**config.mk**
```make
export PLATFORM = sky130hd
export DESIGN_NAME = bnn_window_xnor_mac
export DESIGN_NICKNAME = d
export VERILOG_FILES = /design/src/rtl/bnn_mac_pkg.sv /design/src/rtl/bnn_popcount.sv /design/src/rtl/bnn_window_xnor_mac.sv
export SDC_FILE = /design/constraint.sdc
export NUM_CORES = 1
export LEC_CHECK = 0
export BUFFER_PORTS_ARGS = -buffer_cell sky130_fd_sc_hd__buf_2
export CAP_MARGIN = 30
export CORE_MARGIN = 1.5
export CORE_UTILIZATION = 35
export CTS_BUF_LIST = sky130_fd_sc_hd__clkbuf_8
export DETAILED_ROUTE_END_ITERATION = 6
export GPL_ROUTABILITY_DRIVEN = 0
export HOLD_SLACK_MARGIN = 0.1
export RECOVER_POWER = 25
export SETUP_SLACK_MARGIN = 0.15
export SLEW_MARGIN = 10
export SYNTH_ARGS = -nofsm -noshare
export SYNTH_HDL_FRONTEND = slang
export SYNTH_SLANG_ARGS = --single-unit
export TNS_END_PERCENT = 5
```
**constraint.sdc**
```tcl
create_clock -name clk -period 7.3 [get_ports clk]
set_input_delay 0.365 -clock clk [delete_from_list [all_inputs] [get_ports clk]]
set_output_delay 0.365 -clock clk [all_outputs]
set_load 0.01 [all_outputs]
```
**src/rtl/bnn_mac_pkg.sv**
```systemverilog
// ============================================================================
//  Module : bnn_mac_pkg
//  Brief  : Shared constants and FSM encoding for the BNN window XNOR-MAC.
//  Rev    : 1.0  initial release
// ============================================================================
`default_nettype none

package bnn_mac_pkg;

    localparam int KERNEL    = 5;
    localparam int KK        = KERNEL * KERNEL;
    localparam int SUM_WIDTH = 5;
    // Holds a column count up to the largest legal strip length (255).
    localparam int CNT_W     = 8;

    typedef enum logic [2:0] {
        IDLE  = 3'd0,
        FILL  = 3'd1,
        RUN   = 3'd2,
        DRAIN = 3'd3,
        DONE  = 3'd4
    } state_t;

endpackage

`default_nettype wire

```
**src/rtl/bnn_popcount.sv**
```systemverilog
// ============================================================================
//  Module : bnn_popcount
//  Brief  : Combinational population count of a WIDTH-bit vector.
//  Rev    : 1.0  initial release
// ============================================================================
`default_nettype none

module bnn_popcount #(
    parameter int WIDTH = 25,
    parameter int OUT_W = 5
) (
    input  logic [WIDTH-1:0] bits_i,
    output logic [OUT_W-1:0] count_o
);

    always_comb begin
        count_o = '0;
        for (int i = 0; i < WIDTH; i++) begin
            count_o = count_o + OUT_W'(bits_i[i]);
        end
    end

endmodule

`default_nettype wire

```
**src/rtl/bnn_window_xnor_mac.sv**
```systemverilog
// ============================================================================
//  Module : bnn_window_xnor_mac
//  Brief  : Pops binary columns from the ifmaps FIFO into a KERNELxKERNEL
//           window and emits one XNOR-popcount partial sum per new column.
//           Optional macro BNN_MAC_THRESHOLD_EN adds threshold_in / act_out.
//  Rev    : 1.0  initial release
// ============================================================================
`default_nettype none

module bnn_window_xnor_mac #(
    parameter int DATA_WIDTH = 1,
    parameter int KERNEL     = bnn_mac_pkg::KERNEL,
    parameter int ROW_LEN    = 32,
    parameter int SUM_WIDTH  = bnn_mac_pkg::SUM_WIDTH
) (
    input  logic                         clk,
    input  logic                         rst_n,
    input  logic [KERNEL*DATA_WIDTH-1:0] fifo_col_in,
    input  logic                         fifo_empty,
    output logic                         fifo_read,
    input  logic [KERNEL*KERNEL-1:0]     weight_in,
    input  logic                         weight_load,
    input  logic                         start,
`ifdef BNN_MAC_THRESHOLD_EN
    input  logic [SUM_WIDTH-1:0]         threshold_in,
    output logic                         act_out,
`endif
    output logic [SUM_WIDTH-1:0]         psum_out,
    output logic                         psum_valid,
    output logic                         busy,
    output logic                         done
);

    import bnn_mac_pkg::*;

    localparam int WK = KERNEL * KERNEL;

    state_t                 state_q, state_d;
    logic [CNT_W-1:0]       rd_cnt_q, rd_cnt_d;
    logic [CNT_W-1:0]       col_cnt_q, col_cnt_d;
    logic                   col_vld_q;
    logic                   launch_q, launch_d;
    logic [WK-1:0]          window_q, window_d;
    logic [WK-1:0]          weight_q, weight_d;
    logic [SUM_WIDTH-1:0]   psum_q, psum_d;
    logic                   psum_valid_q, psum_valid_d;
    logic [SUM_WIDTH-1:0]   w_pop;
    logic [CNT_W-1:0]       w_col_next;
    logic                   w_accept;

    assign w_col_next = col_cnt_q + CNT_W'(1);
    assign w_accept   = (state_q == IDLE);

    // ---------------- FSM: state register ----------------
    always_ff @(posedge clk or negedge rst_n) begin
        if (!rst_n) state_q <= IDLE;
        else        state_q <= state_d;
    end

    // ---------------- FSM: next state ----------------
    // col_vld_q marks the cycle the FIFO presents the column popped last cycle.
    always_comb begin
        state_d = state_q;
        case (state_q)
            IDLE:  if (start) state_d = FILL;
            FILL: begin
                if (col_vld_q && w_col_next == CNT_W'(ROW_LEN))     state_d = DRAIN;
                else if (col_vld_q && w_col_next == CNT_W'(KERNEL)) state_d = RUN;
            end
            RUN:   if (col_vld_q && w_col_next == CNT_W'(ROW_LEN)) state_d = DRAIN;
            DRAIN: if (psum_valid_q && !launch_q) state_d = DONE;
            DONE:  state_d = IDLE;
            default: state_d = IDLE;
        endcase
    end

    // ---------------- FSM: outputs ----------------
    always_comb begin
        fifo_read = ((state_q == FILL) || (state_q == RUN)) && !fifo_empty
                    && (rd_cnt_q < CNT_W'(ROW_LEN));
        busy      = (state_q == FILL) || (state_q == RUN) || (state_q == DRAIN);
        done      = (state_q == DONE);
    end

    bnn_popcount #(
        .WIDTH (WK),
        .OUT_W (SUM_WIDTH)
    ) u_popcount (
        .bits_i  (~(window_q ^ weight_q)),
        .count_o (w_pop)
    );

    // ---------------- datapath next state ----------------
    always_comb begin
        rd_cnt_d     = rd_cnt_q;
        col_cnt_d    = col_cnt_q;
        window_d     = window_q;
        weight_d     = weight_q;
        launch_d     = 1'b0;
        psum_d       = psum_q;
        psum_valid_d = launch_q;

        if (w_accept && weight_load) weight_d = weight_in;
        if (w_accept && start) begin
            rd_cnt_d  = '0;
            col_cnt_d = '0;
            window_d  = '0;
        end
        if (fifo_read) rd_cnt_d = rd_cnt_q + CNT_W'(1);
        // Newest column enters at the top; column 0 (oldest) falls off.
        if (col_vld_q) begin
            window_d  = {fifo_col_in, window_q[WK-1:KERNEL]};
            col_cnt_d = w_col_next;
            launch_d  = (w_col_next >= CNT_W'(KERNEL));
        end
        if (launch_q) psum_d = w_pop;
    end

    always_ff @(posedge clk or negedge rst_n) begin
        if (!rst_n) begin
            rd_cnt_q     <= '0;
            col_cnt_q    <= '0;
            col_vld_q    <= 1'b0;
            launch_q     <= 1'b0;
            window_q     <= '0;
            weight_q     <= '0;
            psum_q       <= '0;
            psum_valid_q <= 1'b0;
        end else begin
            rd_cnt_q     <= rd_cnt_d;
            col_cnt_q    <= col_cnt_d;
            col_vld_q    <= fifo_read;
            launch_q     <= launch_d;
            window_q     <= window_d;
            weight_q     <= weight_d;
            psum_q       <= psum_d;
            psum_valid_q <= psum_valid_d;
        end
    end

    assign psum_out   = psum_q;
    assign psum_valid = psum_valid_q;

`ifdef BNN_MAC_THRESHOLD_EN
    logic [SUM_WIDTH-1:0] thr_q;
    logic                 act_q;

    always_ff @(posedge clk or negedge rst_n) begin
        if (!rst_n) begin
            thr_q <= '0;
            act_q <= 1'b0;
        end else begin
            if (w_accept && weight_load) thr_q <= threshold_in;
            if (launch_q)                act_q <= (w_pop >= thr_q);
        end
    end

    assign act_out = act_q;
`endif

endmodule

`default_nettype wire

```
==> results of run 1 <==
-- critical path, stage by stage (launching register included) --
cell	delay (ns)
dfrtp_1	0.40
xnor2_1	0.13
ha_1	0.27
inv_1	0.05
fa_1	0.50
fa_1	0.51
fa_1	0.52
fa_1	0.55
inv_1	0.05
fa_1	0.53
ha_1	0.17
inv_1	0.05
fa_1	0.39
xnor2_1	0.14
mux2_2	0.26
-- routing by layer --
metal / vias up / part of all wire (%)
met3: 15 / 3.6
met2: 55 / 45
met4: 0 / 2.2
met5: - / 0
met1: 1351 / 49
li1: 1377 / -
-- per-stage QoR --
| step | hold slack [ns] | area (um2) | setup WS [ns] |
|---|---|---|---|
| after floorplan | 0.0694 | 4190 | 2.78 |
| after global placement | 0.471 | 4470 | 2.71 |
| after detailed placement | 0.481 | 4490 | 2.63 |
| after CTS | 0.184 | 4660 | 2.61 |
| after global routing | 0.210 | 4670 | 2.18 |
| final | 0.208 | 4670 | 2.65 |
-- cell type report --
cell class / instances / share of cell area [%]
Tap cell: 143 / 3.83
Timing Repair Buffer: 48 / 5.52
Clock buffer: 9 / 2.65
Multi-Input combinational cell: 261 / 42.9
Sequential cell: 77 / 41.3
Inverter: 34 / 2.73
Clock inverter: 7 / 1.07
-- kinds of logic after synthesis --
group / after synthesis / share of synthesized area, %
buf+inv: 56 / 6.18
fa+ha+maj: 29 / 11.9
compound gates: 70 / 10.1
flops: 77 / 46.0
simple gates: 98 / 10.7
xor+xnor: 33 / 6.90
mux: 31 / 8.27
-- cells in the final DEF (no fill, tap or decap), types with 2 or more instances in the layout --
cell and instances:
dfrtp_1 77, nand2_1 61, buf_2 42, o21ai_0 36, inv_1 35, mux2_2 29
xor2_1 18, fa_1 18, xnor2_1 15, ha_1 11, a21oi_1 10, clkbuf_8 9
nor2_1 8, nand3_1 6, and2_1 4, nand4_1 4, a21o_1 4, nor3_1 3
a31oi_1 3, nor2b_1 3, o31ai_1 3, mux2i_1 2, o311ai_0 2, clkinvlp_4 2
inv_6 2, clkbuf_1 2, buf_4 2
-- sequential cells by signal, indices dropped and copies added, names as in the netlist --
name and cells:
psum_out 5, col_vld_q 1, weight_q 25, state_q 3, col_cnt_q 8, launch_q 1
window_q 25, rd_cnt_q 8, psum_valid 1
-- worst paths after layout --
kind,endpoint,startpoint,slack [ns]
worst max-delay path,psum_out[2]$_DFFE_PN0P_,window_q[0]$_DFFE_PN0P_,2.65
worst min-delay path,window_q[20]$_DFFE_PN0P_,fifo_col_in[0],0.21
worst max register to register,psum_out[2]$_DFFE_PN0P_,window_q[0]$_DFFE_PN0P_,2.65
worst min register to register,rd_cnt_q[6]$_DFFE_PN0P_,rd_cnt_q[6]$_DFFE_PN0P_,0.50
max in group asynchronous,rd_cnt_q[4]$_DFFE_PN0P_,rst_n,3.07
min in group asynchronous,window_q[21]$_DFFE_PN0P_,rst_n,0.61
==> results by group, run 1 <==
Outcome
  • Status: complete, but fails checks
  • Failing checks: DRC, capacitance limit, slew limit

Clocking
  • Cts hold-fix bufs: 0
  • # Post-CTS Setup Buffers: 0
  • Worst-Skew Late Latency: ~0.37 ns
  • Inserted Clock Buffers: 9
  • TritonCTS clock tree: done
  • Clk buf depth: 2
  • H-tree levels: 3
  • Clock root buffer: clkbuf_8
  • Clk slew on worst S/H paths: 0.09 ns
  • Cts repair resizes: 0
  • Clock sink count: 77

STA
  • Tmin final: 4.65 ns
  • Skew final: 0.0136 ns
  • Fmax: 0.215 GHz
  • Tcrit/Tclk final: 63.8%
  • Worst slew pin tran: around 3.3 ns
  • Setup Viol. Count Final: 0
  • Final hold vios: 0
  • RSZ-0062 raised after global routing: false
  • Setup TNS: 0 ns
  • Slew HR: -122%
  • Slew Limit Fails: 63

Job
  • Max-Cap Viols: 1

Yosys
  • Synth Warn #: 0
  • Yosys top cell area share: 46.0%
  • Largest cells by area after synthesis: dfrtp_1 46%, fa_1 8.6%, mux2_2 7.8%
  • Post-Syn Nets: 458
  • Yosys reg bits: 77
  • Post-synthesis async set-or-reset flop share: 100%
  • Top cells by count, synth: 77 x dfrtp_1, 61 x nand2_1, 36 x o21ai_0, 34 x inv_1, 29 x mux2_2
  • Post-synth cell types: 47
  • Post-synth EDFFs: 0
  • Main synth FF type: dfrtp_1
  • Synthesized area per cell: 10.6 um2
  • Yosys top cell by area: dfrtp_1
  • Seq/Total Area, Yosys: 46.0%
  • Cell area after synthesis: 4190 um2
  • Cells after Synth: 394
  • Most frequent cell after synthesis: dfrtp_1

Floorplan
  • Die area: 12600 um2
  • Core area: 11600 um2
  • Initial Util: ~36%
  • Die X-Extent: 112 um
  • Num ports: 44
  • Die height: roughly 110 um
  • Site row count: 39

Setup path
  • Arr. time, crit path: 4.90 ns
  • Crit. End Element: flop
  • Worst Path Max Fanout: 2
  • Nature of the critical path startpoint: flop
  • CP Class: flop to flop
  • Worst reg-to-reg path cell count: 14
  • Required @ worst endpoint: 7.55 ns

Routing
  • Drc violations: 3
  • Final WL: between 8 and 9 mm
  • Vias per cell: 4.83
  • Drt first pass iters: 7
  • Post-DRT Antenna Nets: 0
  • WL per Instance: approximately 14 um
  • DR iter-0 viols: 117
  • Vias: approximately 2.8k

Cells and area
  • Multi-input gate area: 2010 um2
  • # diodes: 0
  • Layout cells sized above 1: between 20% and 30%
  • Register area: 1930 um2
  • Fillers: 1137
  • Non-Filler Instances: 579
  • Final-stage net count: 495
  • Area delta synth->final: 11.4%
  • Final Util: 40.4%

Global routing
  • Gr ovfl total: 0
  • Met2 global-route usage: 21.1%
  • First-pass GRT wire length: about 14 mm
  • Initial antenna violation count: 0
  • Met1 GRT Util: 19.8%
  • GRT met3 Usage: 2.11%
  • Most Crowded Layer GR: met2
  • GRT Total Usage: 14.0%
  • Largest net degree at the start of global routing: 78
  • Number of global-route vias before repair: 2833

Hold path
  • Hold Path Depth: 3
  • Worst Hold Class: input port to flop

Place
  • Dpl hpwl: 5.73 mm
  • IO Port Bufs: 43
  • Placed insts: 561
Power of run 1 is left out: the tool's default activity adds up to more than one toggle a clock period on the data nets, which glitch-free logic cannot reach.
==> inputs of run 2 (changes only) <==
- clock period: 7.3 -> 4.1 ns (I/O delays scaled with it)
==> run 2 against run 1 <==
Against the previous run: the flow finishes with violations (DRC, setup timing); via count increased by 4.3%; global-route usage about the same; setup slack got worse by 2.9 ns; die area unchanged; critical path depth unchanged; routed wire length about the same; flip-flop and latch count unchanged; design area increased by 9.0%; utilization increased by 3.6 points; critical path type unchanged.
==> results by group, run 2 (synthesized netlist as in run 1, its figures left out) <==
Outcome
  • Status: complete, but fails checks (unchanged)
  • Failing checks: DRC, setup timing (was DRC, capacitance limit, slew limit)

Setup path
  • FF-to-FF setup slack: -0.30 ns (was 2.65 ns)
  • Arr. time, crit path: 4.63 ns (was 4.90 ns)
  • Crit. End Element: flop (unchanged)
  • Crit path top cell by count: fa_1 (unchanged)
  • Required @ worst endpoint: 4.33 ns (was 7.55 ns)
  • Slowest cell delay on critical path: 0.54 ns (was 0.55 ns)
  • Crit-path leading delay family: adder cells (unchanged)
  • Worst R2R Start: weight_q[0]$_DFFE_PN0P_ (was window_q[0]$_DFFE_PN0P_)
  • Nature of the critical path startpoint: flop (unchanged)
  • CP Class: flop to flop (unchanged)
  • Slowest cell on crit path: fa_2 (was fa_1)
  • Buf/Inv on CP: 3 (unchanged)
  • Worst reg-to-reg path cell count: 14 (unchanged)
  • Critical Path Source: weight_q[0]$_DFFE_PN0P_ (was window_q[0]$_DFFE_PN0P_)
  • Worst Path Max Fanout: 2 (unchanged)
  • Cell Chain, Critical Path: xnor2_1 -> ha_1 -> inv_1 -> fa_1 -> fa_2 -> fa_1 -> fa_1 -> inv_1 -> fa_1 -> ha_4 -> inv_2 -> fa_2 -> xnor2_1 -> mux2_2 (was xnor2_1 -> ha_1 -> inv_1 -> fa_1 -> fa_1 -> fa_1 -> fa_1 -> inv_1 -> fa_1 -> ha_1 -> inv_1 -> fa_1 -> xnor2_1 -> mux2_2)
  • RR Endpoint: psum_out[2]$_DFFE_PN0P_ (unchanged)

Cells and area
  • Area delta synth->final: 21.5% (was 11.4%)
  • Commonest non-fill, non-tap cells in the layout: 77 x dfrtp_1, 61 x nand2_1, 42 x buf_2, 36 x o21ai_0, 33 x inv_1 (was 77 x dfrtp_1, 61 x nand2_1, 42 x buf_2, 36 x o21ai_0, 35 x inv_1)
  • Commonest non-fill, non-tap cell in the layout: dfrtp_1 (unchanged)
  • # diodes: 0 (unchanged)
  • Layout cells sized above 1: 24.2% (was 22.0%)
  • Largest registers: weight_q: 25 flops, window_q: 25 flops (unchanged)
  • Final-stage net count: 534 (was 495)

Clocking
  • H-tree levels: 3 (unchanged)
  • Clk buf depth: 2 (unchanged)
  • Inserted Clock Buffers: 9 (unchanged)
  • Worst-Skew Late Latency: 0.34 ns (was 0.37 ns)
  • Clock root buffer: clkbuf_8 (unchanged)
  • Clk slew on worst S/H paths: 0.08 ns (was 0.09 ns)
  • Clock sink count: 77 (unchanged)
  • TritonCTS clock tree: done (unchanged)

Routing
  • Wire length on met1: 3.97 mm (was 4.01 mm)
  • Met2 routed WL: 3.75 mm (was 3.64 mm)
  • WL per Instance: 13.1 um (was 14.0 um)
  • Drc violations: 3 (unchanged)
  • Drt first pass iters: 6 (was 7)
  • Vias: 2917 (was 2798)
  • DR iter-0 viols: 130 (was 117)
  • Final WL: 8.11 mm (was 8.12 mm)
  • Post-DRT Antenna Nets: 0 (unchanged)
  • Vias per cell: 4.72 (was 4.83)
  • Max layer used: met4 (unchanged)
  • Met3 WL: 286 um (was 292 um)

Floorplan
  • Num ports: 44 (unchanged)
  • Core area: 11600 um2 (unchanged)
  • Die height: 112 um (unchanged)
  • Initial Util: 36.2% (unchanged)
  • Die area: 12600 um2 (unchanged)
  • Site row count: 39 (unchanged)
  • Die X-Extent: 112 um (unchanged)

STA
  • Tcrit/Tclk final: 107% (was 63.8%)
  • Slew HR: 7.92% (was -122%)
  • Slew Limit Fails: 0 (was 63)
  • Setup TNS: -0.918 ns (was 0 ns)
  • Tmin final: 4.40 ns (was 4.65 ns)
  • Setup ws final: -0.295 ns (was 2.65 ns)
  • RSZ-0062 raised after global routing: true (was false)
  • Setup Viol. Count Final: 4 (was 0)
  • Fmax: 0.228 GHz (was 0.215 GHz)
  • Worst slew pin tran: 1.38 ns (was 3.33 ns)
  • Skew final: 0.00673 ns (was 0.0136 ns)
  • Final hold vios: 0 (unchanged)

Hold path
  • Hold Path Depth: 2 (was 3)
  • Worst Hold Class: input port to flop (unchanged)
  • Hold EP: weight_q[0]$_DFFE_PN0P_ (was window_q[20]$_DFFE_PN0P_)
  • Hold path start: weight_in[0] (was fifo_col_in[0])

Global routing
  • Gr ovfl total: 0 (unchanged)
  • GRT Total Usage: 14.0% (about the same)
  • First-pass GRT wire length: 14.0 mm (was 13.9 mm)
  • Initial antenna violation count: 0 (unchanged)
  • Number of global-route vias before repair: 2933 (was 2833)
  • Largest net degree at the start of global routing: 78 (unchanged)

Place
  • Dpl hpwl: 5.73 mm (about the same)
  • DP Worst Slack: -0.299 ns (was 2.63 ns)
  • IO Port Bufs: 43 (unchanged)

Job
  • Max-Cap Viols: 0 (was 1)
[run 2: cell count changes in the layout (fill, tap and decap cells not counted), moves of 2 or more]
| cell | delta |
|---|---|
| dlygate4sd3_1 | +27 |
| inv_1 | -2 |
| fa_2 | +2 |
| fa_1 | -2 |
| buf_4 | +12 |
[run 2: area by class of cell]
class,count,area (um2)
fillers,1090,6470
multi-input cells,261,2030
flip-flops and latches,77,1930
repair buffers,87,632
well taps,143,179
inverters,34,128
clock buffers,9,124
clock inverters,7,75.1
[run 2: what timing repair did]
| item | in CTS | in global routing |
|---|---|---|
| endpoints found under the hold margin | 104 | 0 |
| pin swaps | 2 | 0 |
| setup endpoints to repair | 5 | 5 |
| resized for setup | 1 | 0 |
| hold buffers | 28 | 0 |
| setup buffers | 1 | 0 |
[run 2: worst max-delay path by stage]
| stage | endpoint | slack [ns] | depth (start not counted) |
|---|---|---|---|
| finish | psum_out[2]$_DFFE_PN0P_ | -0.30 | 14 |
| detailed placement | psum_out[2]$_DFFE_PN0P_ | -0.30 | 14 |
| CTS | psum_out[2]$_DFFE_PN0P_ | -0.31 | 14 |
| global route | psum_out[3]$_DFFE_PN0P_ | -0.44 | 16 |
| floorplan | psum_out[2]$_DFFE_PN0P_ | -0.15 | 14 |
| global placement | psum_out[2]$_DFFE_PN0P_ | -0.22 | 14 |
[run 2: per-stage QoR]
stage                     hold WS [ns]  instance area [um2]  utilization, %  cells
after global placement           0.423                 4570            39.5    571
after detailed placement         0.426                 4590            39.7    572
final                            0.122                 5090            44.0    618
after global routing             0.103                 5090            44.0    618
after CTS                        0.103                 5090            44.0    617
after floorplan                -0.0906                 4200               -    394
[run 2: per-layer routing]
layer  up-vias  track usage [%]
met1      1382             19.1
met3         6             3.40
met2        65             22.3
li1       1464                -
met4         0             4.05
met5         -                0
Power of run 2 is left out for the same reason.
